$ cat config.mk
export PLATFORM = sky130hd
export DESIGN_NAME = muldiv_unit
export DESIGN_NICKNAME = d
export VERILOG_FILES = /design/src/rtl/muldiv_unit.sv
export SDC_FILE = /design/constraint.sdc
export NUM_CORES = 1
export LEC_CHECK = 0
export CORE_MARGIN = 4
export CORE_UTILIZATION = 35
export CTS_CLUSTER_SIZE = 30
export DETAILED_ROUTE_END_ITERATION = 10
export PLACE_DENSITY = 0.57
export SLEW_MARGIN = 20
export SYNTH_ARGS = -nofsm -noshare
export SYNTH_HDL_FRONTEND = slang
export SYNTH_SLANG_ARGS = --single-unit
$ cat constraint.sdc
create_clock -name clk -period 8.2 [get_ports clk]
set_input_delay 2.05 -clock clk [delete_from_list [all_inputs] [get_ports clk]]
set_output_delay 2.05 -clock clk [all_outputs]
set_load 0.005 [all_outputs]
$ cat src/rtl/muldiv_unit.sv
// Iterative RV32M multiply/divide unit: shift-add multiply, restoring divide, one op in flight.
// Define MULDIV_FAST_MUL_EN to replace the iterative multiply with a single-cycle multiplier.
module muldiv_unit #(
    parameter  int XLEN = 32,
    localparam int CNTW = $clog2(XLEN) + 1
) (
    input  logic            clk,
    input  logic            rst,
    input  logic            flush,
    input  logic            in_valid,
    output logic            in_ready,
    input  logic [2:0]      op,
    input  logic [XLEN-1:0] srca,
    input  logic [XLEN-1:0] srcb,
    output logic            out_valid,
    input  logic            out_ready,
    output logic [XLEN-1:0] result,
    output logic            busy,
    output logic [1:0]      dbg_state
);

    typedef enum logic [1:0] {
        S_IDLE = 2'd0,
        S_CALC = 2'd1,
        S_DONE = 2'd2
    } state_e;

    // Handshake: a request is taken on a rising edge where in_valid & in_ready are both high;
    // a result is handed off on a rising edge where out_valid & out_ready are both high.

    state_e            state_q;
    logic [2:0]        op_q;
    logic [CNTW-1:0]   cnt_q;
    logic [2*XLEN-1:0] prod_q;
    logic [XLEN:0]     rem_q;
    logic [XLEN-1:0]   quo_q;
    logic [XLEN-1:0]   b_q;
    logic              neg_q;
    logic              rneg_q;
    logic [XLEN-1:0]   result_q;
    logic              out_valid_q;

    logic [2*XLEN-1:0] prod_d;
    logic [XLEN:0]     rem_d;
    logic [XLEN-1:0]   quo_d;

    logic              a_signed;
    logic              b_signed;
    logic              sa;
    logic              sb;
    logic [XLEN-1:0]   abs_a;
    logic [XLEN-1:0]   abs_b;
    logic              div_zero;
    logic              div_ovf;
    logic [XLEN-1:0]   special_res;

    logic [XLEN:0]     mul_sum;
    logic [XLEN+1:0]   div_shift;
    logic [XLEN+1:0]   div_diff;

    // Operand classification at accept: MULHSU treats only srca as signed.
    assign a_signed = (op == 3'd0) || (op == 3'd1) || (op == 3'd2) || (op == 3'd4) || (op == 3'd6);
    assign b_signed = (op == 3'd0) || (op == 3'd1) || (op == 3'd4) || (op == 3'd6);
    assign sa       = a_signed & srca[XLEN-1];
    assign sb       = b_signed & srcb[XLEN-1];
    assign abs_a    = sa ? -srca : srca;
    assign abs_b    = sb ? -srcb : srcb;

    assign div_zero = op[2] && (srcb == '0);
    assign div_ovf  = ((op == 3'd4) || (op == 3'd6)) &&
                      (srca == {1'b1, {(XLEN-1){1'b0}}}) && (srcb == '1);
    always_comb begin
        special_res = '0;
        if (div_zero) begin
            special_res = op[1] ? srca : '1;
        end else if (div_ovf) begin
            special_res = op[1] ? '0 : srca;
        end
    end

`ifdef MULDIV_FAST_MUL_EN
    logic [2*XLEN-1:0] fast_prod;
    assign fast_prod = {{XLEN{1'b0}}, abs_a} * {{XLEN{1'b0}}, abs_b};
`endif

    // One multiply step: conditionally add the multiplicand to the upper half, shift right.
    assign mul_sum = {1'b0, prod_q[2*XLEN-1:XLEN]} + (prod_q[0] ? {1'b0, b_q} : '0);
    assign prod_d  = {mul_sum, prod_q[XLEN-1:1]};

    // One restoring-divide step: shift in the next dividend bit, keep the difference if non-negative.
    assign div_shift = {rem_q, quo_q[XLEN-1]};
    assign div_diff  = div_shift - {2'b00, b_q};
    assign rem_d     = div_diff[XLEN+1] ? div_shift[XLEN:0] : div_diff[XLEN:0];
    assign quo_d     = {quo_q[XLEN-2:0], ~div_diff[XLEN+1]};

    function automatic logic [XLEN-1:0] mul_pick(input logic [2*XLEN-1:0] p,
                                                 input logic neg,
                                                 input logic [2:0] o);
        logic [2*XLEN-1:0] s;
        s = neg ? -p : p;
        return (o == 3'd0) ? s[XLEN-1:0] : s[2*XLEN-1:XLEN];
    endfunction

    function automatic logic [XLEN-1:0] div_pick(input logic [XLEN-1:0] q,
                                                 input logic [XLEN-1:0] r,
                                                 input logic qneg,
                                                 input logic rneg,
                                                 input logic want_rem);
        logic [XLEN-1:0] qf;
        logic [XLEN-1:0] rf;
        qf = qneg ? -q : q;
        rf = rneg ? -r : r;
        return want_rem ? rf : qf;
    endfunction

    always_ff @(posedge clk) begin
        if (rst) begin
            state_q     <= S_IDLE;
            op_q        <= '0;
            cnt_q       <= '0;
            prod_q      <= '0;
            rem_q       <= '0;
            quo_q       <= '0;
            b_q         <= '0;
            neg_q       <= 1'b0;
            rneg_q      <= 1'b0;
            result_q    <= '0;
            out_valid_q <= 1'b0;
        end else if (flush) begin
            state_q     <= S_IDLE;
            out_valid_q <= 1'b0;
            cnt_q       <= '0;
        end else begin
            case (state_q)
                S_IDLE: begin
                    if (in_valid) begin
                        op_q   <= op;
                        neg_q  <= sa ^ sb;
                        rneg_q <= sa;
                        b_q    <= abs_b;
                        prod_q <= {{XLEN{1'b0}}, abs_a};
                        rem_q  <= '0;
                        quo_q  <= abs_a;
                        if (div_zero || div_ovf) begin
                            result_q    <= special_res;
                            cnt_q       <= '0;
                            state_q     <= S_DONE;
                            out_valid_q <= 1'b1;
                        end
`ifdef MULDIV_FAST_MUL_EN
                        else if (!op[2]) begin
                            result_q    <= mul_pick(fast_prod, sa ^ sb, op);
                            cnt_q       <= '0;
                            state_q     <= S_DONE;
                            out_valid_q <= 1'b1;
                        end
`endif
                        else begin
                            cnt_q   <= CNTW'(XLEN);
                            state_q <= S_CALC;
                        end
                    end
                end
                S_CALC: begin
                    prod_q <= prod_d;
                    rem_q  <= rem_d;
                    quo_q  <= quo_d;
                    cnt_q  <= cnt_q - CNTW'(1);
                    // Last step: fix up signs on the freshly computed values and finish.
                    if (cnt_q == CNTW'(1)) begin
                        result_q    <= op_q[2] ? div_pick(quo_d, rem_d[XLEN-1:0], neg_q, rneg_q, op_q[1])
                                               : mul_pick(prod_d, neg_q, op_q);
                        state_q     <= S_DONE;
                        out_valid_q <= 1'b1;
                    end
                end
                S_DONE: begin
                    if (out_ready) begin
                        state_q     <= S_IDLE;
                        out_valid_q <= 1'b0;
                    end
                end
                default: begin
                    state_q     <= S_IDLE;
                    out_valid_q <= 1'b0;
                end
            endcase
        end
    end

    assign in_ready  = (state_q == S_IDLE) && !flush;
    assign out_valid = out_valid_q;
    assign result    = result_q;
    assign busy      = (state_q != S_IDLE);
    assign dbg_state = state_q;

endmodule

==> flow_summary_export.csv <==
group,metric,value,unit
worst_setup_path,r2r.worst_path.cells,13,
synthesis,ys_ff_latch,207,
pwr,switching_share,34.82,%
sta,tns,0,ns
sta,min_period,5.892,ns
status,status,"finished, final reports clean",
pwr,p_comb_share,25.5,%
worst_setup_path,startpoint,"srcb[0]",
worst_setup_path,endpoint_kind,"flop",
routing,drc,0,
pwr,cell_internal_pwr,2.037,mW
sta,slew_viol_final,0,
clocking,h-tree-depth,1,
floorplanning,die_w,236.6,microns
worst_setup_path,critPathArrivalTime,6.32,ns
floorplanning,dieArea,0.05599,sq mm
synthesis,synthFlopType,"dfxtp_1",
global_route,grt_use_total,26.82,%
pwr,p_leak,7.273,nW
floorplanning,pin_count,109,
cells_and_area,area_delta_synth_final,13.49,%
sta,tightest_slew,1.121,ns
global_route,grt_pass1_wl,119700,microns
worst_setup_path,timing.setup.critical_path_class,"input port to flop",
clocking,root_buffer,"clkbuf_16",
placed_design,portBuffers,108,
floorplanning,rows,83,
sta,fin_crit_sh,71.85,%
hold_path,holdCritStartpoint,"out_valid",
worst_setup_path,reg2reg_from,"prod_q[0]",
global_route,antenna_found_initial,2,
worst_setup_path,r2r_setup_slack,2.54,ns
sta,max_freq,0.1697,GHz
cells_and_area,final_common_cell,"nor2_1",
pwr,power,3.125,mW
cells_and_area,nNetsFinal,2680,
cells_and_area,final_cell_mix,"nor2_1, a21oi_1, o21ai_0",
pwr,power_switching,1.088,mW
synthesis,ys_types,96,
clocking,path_clk_slew,0.06,ns
global_route,grt_pass1_vias,18741,
job,maxCapViolations,0,
placed_design,dpl.hpwl,60110,microns
hold_path,holdPathStages,2,
cells_and_area,layout-drive-gt1-share,6.152,%
hold_path,hold_class,"flop to flop",
clocking,cts_tree,"yes",
synthesis,avgSynthCellArea,7.225,sq um
pwr,pwr-share-seq,36.1,%
global_route,grt-ovfl-total,0,
routing,wl,79390,microns
synthesis,seq_area_frac_synth,22.65,%
pwr,clkPwrFrac,38.4,%
worst_setup_path,critPathMaxFanout,25,
sta,fin_worst_skew,0.01273,ns
cells_and_area,fill_cells,5404,
worst_setup_path,cp.required,8.63,ns
hold_path,hold_end,"out_valid",
cells_and_area,fin_area,0.02076,sq mm
synthesis,synth_edf_count,0,
synthesis,yosys_warnings,0,
sta,fin_ws,2.308,ns
clocking,cts_post_setup_buffers_inserted,0,
floorplanning,die_h,236.6,microns
synthesis,syn_area,0.01829,sq mm
synthesis,synth_nets,2678,
floorplanning,start_util,35.51,%
cells_and_area,post-route-util,40.30,%
routing,num_vias,20338,
routing,wl_per_cell,24.56,microns
pwr,power_density,150.5,mW/mm^2
routing,dr.pass1.iters,6,
clocking,holdBufCountCts,0,
clocking,clockBufferDepth,3,
cells_and_area,multi_input_area,0.01331,sq mm
worst_setup_path,r2r-end,"result[31]",
synthesis,ys_async_sr_fraction,0,%
worst_setup_path,start_kind,"input port",
synthesis,syn_inst,2532,
sta,final-hold-violation-count,0,
clocking,clk_latency,0.57,ns
sta,rsz0062_at_grt,"false",
placed_design,place_area,0.01987,sq mm
pwr,ir_worst_vdd,134.1,uV
clocking,cts_buffers,27,
routing,avgViaCountPerCell,6.291,
global_route,grt_max_degree,91,
routing,ant_nets,0,
sta,max-slew-margin-rel,25.27,%
sta,setup_viol_count_final,0,
placed_design,pre_cts_ws,1.834,ns
clocking,cts-resized-gates,0,
clocking,clock_sinks,207,
floorplanning,core_area,0.05151,sq mm
placed_design,gp_congestion,1.011,
cells_and_area,area.sequential,0.004145,sq mm
routing,drt_iter0_markers,2316,
==> through the flow <==
| step | instances | hold slack [ns] |
|---|---|---|
| floorplan | 2532 | 0.4403 |
| finish | 3233 | 0.4625 |
| global route | 3232 | 0.4966 |
| global placement | 3185 | 0.4469 |
| CTS | 3232 | 0.4645 |
| detailed placement | 3185 | 0.4527 |
==> sequential cells by signal (all words and copies together) (netlist names) <==
name,count
b_q,32
op_q,3
dbg_state,2
rneg_q,1
rem_q,33
prod_q,64
out_valid,1
result,32
cnt_q,6
neg_q,1
quo_q,32
==> final cells by class <==
class / count / area share [%]
clock inverters: 10 / 0.5424
well taps: 680 / 4.098
flip-flops and latches: 207 / 19.97
repair buffers: 140 / 6.352
diodes: 1 / 0.01205
inverters: 69 / 1.248
multi-input cells: 2089 / 64.10
clock buffers: 37 / 3.676
==> routing by layer <==
metal	track usage (%)	wire, microns	up-vias
met5	0	0	-
met4	9.130	3157	0
met3	3.680	6166	130
met2	41.27	34500	905
met1	38.54	35570	9887
li1	-	-	9416
==> Yosys cell counts, types with 7 or more instances <==
| master | instances | share of area, % |
|---|---|---|
| a311oi_1 | 15 | 0.72 |
| inv_1 | 67 | 1.4 |
| o31a_1 | 7 | 0.34 |
| ha_1 | 72 | 4.9 |
| o221ai_1 | 16 | 0.77 |
| nand3b_1 | 10 | 0.41 |
| or4_1 | 24 | 0.98 |
| a21o_1 | 28 | 1.1 |
| nand3_1 | 47 | 1.3 |
| a211o_1 | 11 | 0.53 |
| a221oi_1 | 10 | 0.48 |
| a2111oi_0 | 11 | 0.53 |
| o22ai_1 | 10 | 0.34 |
| nor2_1 | 263 | 5.4 |
| a211oi_1 | 50 | 2.1 |
| mux2i_1 | 24 | 1.3 |
| or2_2 | 17 | 0.58 |
| o31ai_1 | 39 | 1.6 |
| nor4_1 | 24 | 0.82 |
| or3_1 | 29 | 0.99 |
| buf_2 | 10 | 0.27 |
| a21oi_1 | 246 | 6.7 |
| o211ai_1 | 33 | 1.4 |
| o21ai_0 | 227 | 6.2 |
| and2_1 | 56 | 1.9 |
| o21a_1 | 18 | 0.74 |
| nand2b_1 | 21 | 0.72 |
| a311o_1 | 7 | 0.38 |
| o41ai_1 | 20 | 0.96 |
| nor2b_1 | 12 | 0.41 |
| nand4_1 | 29 | 0.99 |
| xnor2_1 | 106 | 5.1 |
| clkbuf_1 | 142 | 2.9 |
| nor3_1 | 70 | 1.9 |
| buf_1 | 11 | 0.23 |
| dfxtp_1 | 207 | 23 |
| a22oi_1 | 47 | 1.9 |
| o311ai_0 | 16 | 0.77 |
| mux2_2 | 12 | 0.74 |
| a31oi_1 | 31 | 1.1 |
| xor2_1 | 76 | 3.6 |
| and3_1 | 8 | 0.27 |
| nand2_1 | 224 | 4.6 |
==> worst max path at each step <==
stage / slack [ns] / end
6_report: 2.31 / result[17]
5_1_grt: 2.06 / result[18]
4_1_cts: 2.42 / result[17]
3_5_place_dp: 1.83 / result[17]
3_3_place_gp: 1.87 / result[13]
2_1_floorplan: 3.11 / result[30]
==> cells by family after synthesis <==
group | synth area share (%)
mux | 2.421
fa+ha+maj | 5.144
compound gates | 32.55
xor+xnor | 8.714
simple gates | 23.50
buf+inv | 5.021
flops | 22.65
==> power groups by stage <==
stage | sequential, mW | combinational [mW] | clock [mW]
3_3_place_gp | 1.14 | 0.766 | 0
2_1_floorplan | 1.10 | 0.513 | 0
4_1_cts | 1.12 | 0.776 | 1.21
6_report | 1.13 | 0.798 | 1.20
3_5_place_dp | 1.15 | 0.772 | 0
5_1_grt | 1.13 | 0.852 | 1.25
==> critical path: stages <==
cell	delay [ns]
clkdlybuf4s50_1	0.48
inv_1	0.09
ha_1	0.15
or3b_2	0.49
nor3_1	0.54
nand4b_1	0.46
nor2_1	0.31
o31a_1	0.25
nand2_1	0.61
a2111oi_0	0.74
a21oi_1	0.13
Note: power is estimated with default switching activity, not from simulation.
